**src/rtl/tft_timing_gen.sv**
```systemverilog
// tft_timing_gen: RGB parallel-panel timing generator with built-in test patterns.
// Ports: i_clk/i_rst_n (sync, active-low) clock and reset; i_mode selects the pattern
// (0 external, 1 colour bars, 2 checkerboard, 3 gradient); i_Red/i_Green/i_Blue carry
// the external pixel; o_tft_clk/o_HS/o_VS/o_DE/o_Red/o_Green/o_Blue drive the panel;
// o_row_pixel/o_col_pixel give the coordinate fetched for the next tick; o_pix_tick
// and o_frame_start pulse when the panel outputs update.
module tft_timing_gen #(
  parameter int H_ACTIVE  = 480,
  parameter int H_FP      = 2,
  parameter int H_SYNC    = 41,
  parameter int H_BP      = 2,
  parameter int V_ACTIVE  = 272,
  parameter int V_FP      = 2,
  parameter int V_SYNC    = 10,
  parameter int V_BP      = 2,
  parameter int HS_POL    = 0,
  parameter int VS_POL    = 0,
  parameter int CLK_DIV   = 4,
  parameter int COLOR_W   = 8,
  parameter int CHK_SHIFT = 4
) (
  input  logic               i_clk,
  input  logic               i_rst_n,
  input  logic [1:0]         i_mode,
  input  logic [COLOR_W-1:0] i_Red,
  input  logic [COLOR_W-1:0] i_Green,
  input  logic [COLOR_W-1:0] i_Blue,
  output logic               o_tft_clk,
  output logic               o_HS,
  output logic               o_VS,
  output logic               o_DE,
  output logic [COLOR_W-1:0] o_Red,
  output logic [COLOR_W-1:0] o_Green,
  output logic [COLOR_W-1:0] o_Blue,
  output logic [15:0]        o_row_pixel,
  output logic [15:0]        o_col_pixel,
  output logic               o_pix_tick,
  output logic               o_frame_start
);
  localparam int DW = $clog2(CLK_DIV);
  localparam logic [DW-1:0] DIV_LAST = DW'(CLK_DIV - 1);
  localparam logic [DW-1:0] DIV_HALF = DW'(CLK_DIV / 2);
  localparam logic [15:0] H_LAST   = 16'(H_ACTIVE + H_FP + H_SYNC + H_BP - 1);
  localparam logic [15:0] V_LAST   = 16'(V_ACTIVE + V_FP + V_SYNC + V_BP - 1);
  localparam logic [15:0] H_ACT    = 16'(H_ACTIVE);
  localparam logic [15:0] V_ACT    = 16'(V_ACTIVE);
  localparam logic [15:0] HS_BEG   = 16'(H_ACTIVE + H_FP);
  localparam logic [15:0] HS_END   = 16'(H_ACTIVE + H_FP + H_SYNC);
  localparam logic [15:0] VS_BEG   = 16'(V_ACTIVE + V_FP);
  localparam logic [15:0] VS_END   = 16'(V_ACTIVE + V_FP + V_SYNC);
  localparam logic [15:0] BAR_LAST = 16'(H_ACTIVE / 8 - 1);
  localparam logic HS_ON = 1'(HS_POL);
  localparam logic VS_ON = 1'(VS_POL);

  logic [DW-1:0]      r_div, w_div_nxt;
  logic [15:0]        r_h, r_v, r_bar_px;
  logic [2:0]         r_bar;
  logic [1:0]         r_mode, w_mode;
  logic               w_tick, w_origin, w_de, w_chk, w_h_wrap;
  logic [COLOR_W-1:0] w_sum, w_red, w_grn, w_blu;

  assign w_tick    = r_div == DIV_LAST;
  assign w_div_nxt = w_tick ? '0 : r_div + 1'b1;
  assign w_origin  = r_h == '0 && r_v == '0;
  assign w_h_wrap  = r_h == H_LAST;
  // The tick that loads pixel (0,0) already uses the newly captured mode.
  assign w_mode    = (w_tick && w_origin) ? i_mode : r_mode;
  assign w_de      = r_h < H_ACT && r_v < V_ACT;
  assign w_chk     = r_h[CHK_SHIFT] ^ r_v[CHK_SHIFT];
  assign w_sum     = COLOR_W'(r_h + r_v);

  // Bar index encodes the colour directly: R = ~bit1, G = ~bit2, B = ~bit0.
  always_comb begin
    w_red = '0;
    w_grn = '0;
    w_blu = '0;
    if (w_de)
      case (w_mode)
        2'd0: {w_red, w_grn, w_blu} = {i_Red, i_Green, i_Blue};
        2'd1: {w_red, w_grn, w_blu} = {{COLOR_W{~r_bar[1]}}, {COLOR_W{~r_bar[2]}}, {COLOR_W{~r_bar[0]}}};
        2'd2: {w_red, w_grn, w_blu} = {3*COLOR_W{~w_chk}};
        default: {w_red, w_grn, w_blu} = {COLOR_W'(r_h), COLOR_W'(r_v), w_sum};
      endcase
  end

  always_ff @(posedge i_clk) begin
    if (!i_rst_n) begin
      r_div         <= '0;
      r_h           <= '0;
      r_v           <= '0;
      r_bar_px      <= '0;
      r_bar         <= '0;
      r_mode        <= '0;
      o_tft_clk     <= 1'b0;
      o_HS          <= ~HS_ON;
      o_VS          <= ~VS_ON;
      o_DE          <= 1'b0;
      o_Red         <= '0;
      o_Green       <= '0;
      o_Blue        <= '0;
      o_pix_tick    <= 1'b0;
      o_frame_start <= 1'b0;
    end else begin
      r_div         <= w_div_nxt;
      // Registered from the next divider value so the panel clock falls on the tick edge.
      o_tft_clk     <= w_div_nxt >= DIV_HALF;
      o_pix_tick    <= w_tick;
      o_frame_start <= w_tick && w_origin;
      if (w_tick) begin
        r_mode   <= w_mode;
        r_h      <= w_h_wrap ? '0 : r_h + 16'd1;
        if (w_h_wrap) r_v <= r_v == V_LAST ? '0 : r_v + 16'd1;
        // Bar counter tracks the bar of the next pixel; index saturates so bar 7 takes the remainder.
        r_bar_px <= (w_h_wrap || r_bar_px == BAR_LAST) ? '0 : r_bar_px + 16'd1;
        r_bar    <= w_h_wrap ? '0 : (r_bar_px == BAR_LAST && r_bar != 3'd7) ? r_bar + 3'd1 : r_bar;
        o_HS     <= (r_h >= HS_BEG && r_h < HS_END) ? HS_ON : ~HS_ON;
        o_VS     <= (r_v >= VS_BEG && r_v < VS_END) ? VS_ON : ~VS_ON;
        o_DE     <= w_de;
        o_Red    <= w_red;
        o_Green  <= w_grn;
        o_Blue   <= w_blu;
      end
    end
  end

  assign o_col_pixel = r_h;
  assign o_row_pixel = r_v;
endmodule

```
**config.mk**
```make
export PLATFORM = sky130hd
export DESIGN_NAME = tft_timing_gen
export DESIGN_NICKNAME = d
export VERILOG_FILES = /design/src/rtl/tft_timing_gen.sv
export SDC_FILE = /design/constraint.sdc
export NUM_CORES = 1
export LEC_CHECK = 0
export CAP_MARGIN = 0
export CORE_UTILIZATION = 56
export CTS_CLUSTER_DIAMETER = 50
export DETAILED_ROUTE_END_ITERATION = 8
export GPL_ROUTABILITY_DRIVEN = 0
export GPL_TIMING_DRIVEN = 0
export PLACE_DENSITY_LB_ADDON = 0.08
export SLEW_MARGIN = 20
export SYNTH_ARGS = -nofsm -noshare
export SYNTH_HDL_FRONTEND = slang
export SYNTH_SLANG_ARGS = --single-unit
export TNS_END_PERCENT = 1
```
**constraint.sdc**
```tcl
create_clock -name i_clk -period 5.2 [get_ports i_clk]
set_input_delay 0.52 -clock i_clk [delete_from_list [all_inputs] [get_ports i_clk]]
set_output_delay 0.52 -clock i_clk [all_outputs]
set_load 0.03 [all_outputs]
```
==> impl_metrics.ini <==
[status]
status = complete, no violations

[critical_path]
path_class = reg2reg
crit_path_cell_trace = nor4_2 > and3b_1 > buf_2 > nand4_2 > o21ai_0 > buf_2 > nor2_1
cp_num_buf_inv = 2
worst_path_max_delay_cell = o21ai_0
endpoint_kind = flop
crit_top_cell = buf_2
crit_family = simple AND/OR/NAND/NOR gates
required_ns = 5.46
worstPathMaxFanout = 10
critPathMaxStageDelay_ns = 0.59
setup.worst_path.start_class = flop
critPathArrivalTime_ns = 2.92
reg2reg_slack_ns = 2.54

[layout]
n_fill_cell = 613
multiInputGateArea_mm2 = 0.00264
regArea_mm2 = 0.00168
antenna_cells = 0
fin_area_mm2 = 0.00571
fin_nets = 664
syn2layout_area_growth_pct = 26.7
drive_gt1_frac = 0.0609

[die]
core_mm2 = 0.00777
die_width_um = 91.7
row_count = 32
start_util = 0.580
pin_count = 90
die_height_um = 91.7
dieArea_mm2 = 0.00840

[global_route]
gr-total-overflow = 0
antenna_found_initial = 0
gr-usage-all-layers = 0.294
grt_max_degree = 14
grt_pass1_wl_um = 19400
grt_pass1_vias = 4056

[placed_design]
dpl_cell_area_mm2 = 0.00552
portBuffers = 89
dp_hpwl_um = 8740

[yosys]
syn_inst = 519
synth-async-reset-ratio = 0
syn_area_mm2 = 0.00450
synth.most_common_cell = dfxtp_1
syn_nets = 564
synth.distinct_cells = 56
netlist_top_cells_area = dfxtp_1, nor2_1, xor2_1, ha_1, xnor2_1
synth_area_per_cell_um2 = 8.67
synth-seq-cells = 84
synth_largest_area_cell = dfxtp_1
ys.flop_type = dfxtp_1
ys.warnings.count = 0
synth_edf_count = 0
yosysSeqAreaShare = 0.374
synthTopCellsByCount = dfxtp_1, nor2_1, nand2_1, xor2_1, inv_1
synth_top_area_frac = 0.374

[hold_path]
hold_class = reg2reg

[detailed_routing]
wl_per_cell_um = 16.4
totalWireLength_um = 11900
drtPass1Iterations = 5
dr_total_vias = 4203
drc = 0
drt-initial-drc-count = 232
vias_per_cell = 5.79
ant_nets = 0

[power]
leakagePower_nw = 2.20
powerDensity_mw_per_mm2 = 224
vdd_drop_max_mv = 0.134

[sta]
hold_viol_final = 0
fin_setup_tns_ns = 0
timing.final.crit_share = 0.511
tightest_slew_ns = 0.639
final.min_clock_period_ns = 2.66
finalSetupViolations = 0
clock.fmax_mhz = 376
rsz0062_at_grt = no
slew_violations = 0
slew_headroom = 0.573
fin_skew_ns = 0.0129

[cts]
clk_pin_slew_ns = 0.09
insertion_delay_ns = 0.37
cts_resized = 0
ctsRootBufferMaster = clkbuf_8
postCtsSetupRepairBufs = 0
cts_tree = done
cts_buffers = 9
clockBufferDepth = 2
clkSinkCount = 84
cts_max_level = 3
cts_hold_buf = 0

[job]
max-cap-violations = 0
==> area by class of cell <==
| class | count | share of cell area |
|---|---|---|
| Buffer | 20 | 0.0160 |
| Clock buffer | 12 | 0.0237 |
| Clock inverter | 4 | 0.00877 |
| Inverter | 23 | 0.0151 |
| Multi-Input combinational cell | 392 | 0.463 |
| Sequential cell | 84 | 0.295 |
| Tap cell | 102 | 0.0224 |
| Timing Repair Buffer | 89 | 0.156 |
==> logic make-up (layout without fill, tap and decap cells) <==
family,count (synthesis),count (layout),share of synthesized area
compound gates,93,93,0.141
flops,84,84,0.374
fa+ha+maj,17,17,0.0489
simple gates,224,224,0.282
mux,8,8,0.0181
xor+xnor,50,50,0.0973
buf+inv,43,148,0.0395
==> routing by layer <==
metal | track usage | vias to the layer above | routed length [um]
met3 | 0.0564 | 25 | 846
li1 | - | 2037 | -
met4 | 0.124 | 0 | 304
met5 | 0 | - | 0
met1 | 0.362 | 1966 | 5040
met2 | 0.500 | 175 | 5690
==> flip-flops by register name, indices dropped and copies added, names as in the netlist <==
register       count
o_Green            8
r_bar              3
o_row_pixel       16
o_pix_tick         1
o_DE               1
o_tft_clk          1
r_bar_px          16
r_mode             2
o_HS               1
o_Red              8
o_VS               1
o_col_pixel       16
o_frame_start      1
o_Blue             8
r_div              1
==> stage by stage <==
stage / power [mW] / util / std cells / setup slack (ns) / hold WS (ns)
4_1_cts: 1.28 / 0.735 / 726 / 2.59 / 0.430
3_3_place_gp: 0.828 / 0.711 / 710 / 2.60 / 0.412
3_5_place_dp: 0.831 / 0.711 / 710 / 2.55 / 0.420
5_1_grt: 1.33 / 0.735 / 726 / 2.37 / 0.472
6_report: 1.28 / 0.735 / 726 / 2.54 / 0.430
2_1_floorplan: 0.767 / - / 519 / 2.89 / 0.402
==> where the power goes <==
| part | total (mW) | internal, mW | leakage, nW | switching, mW |
|---|---|---|---|---|
| registers | 0.666 | 0.657 | 0.678 | 0.00929 |
| clock network | 0.459 | 0.222 | 0.0866 | 0.238 |
| logic | 0.151 | 0.0674 | 1.43 | 0.0831 |
| total | 1.28 | 0.946 | 2.20 | 0.330 |
==> path summary, 6_finish.rpt <==
path	from	end	depth (start not counted)
worst max-delay path	o_col_pixel[5]	o_row_pixel[10]	7
worst min-delay path	r_div[0]	r_div[0]	1
worst max register to register	o_col_pixel[5]	o_row_pixel[10]	7
worst min register to register	r_div[0]	r_div[0]	1
==> cells in the final DEF (no fill, tap or decap), types with 12 or more instances in the layout <==
cell / n
a21oi_1: 13
nor4_1: 12
a22o_1: 14
xor2_1: 28
o21ai_0: 15
inv_1: 23
clkbuf_1: 13
xnor2_1: 22
nand2_1: 37
nand2b_1: 15
ha_1: 16
dfxtp_1: 84
nand3_1: 15
clkdlybuf4s50_1: 89
nand4_1: 16
nor2_1: 69
(Power assumes the default switching activity.)
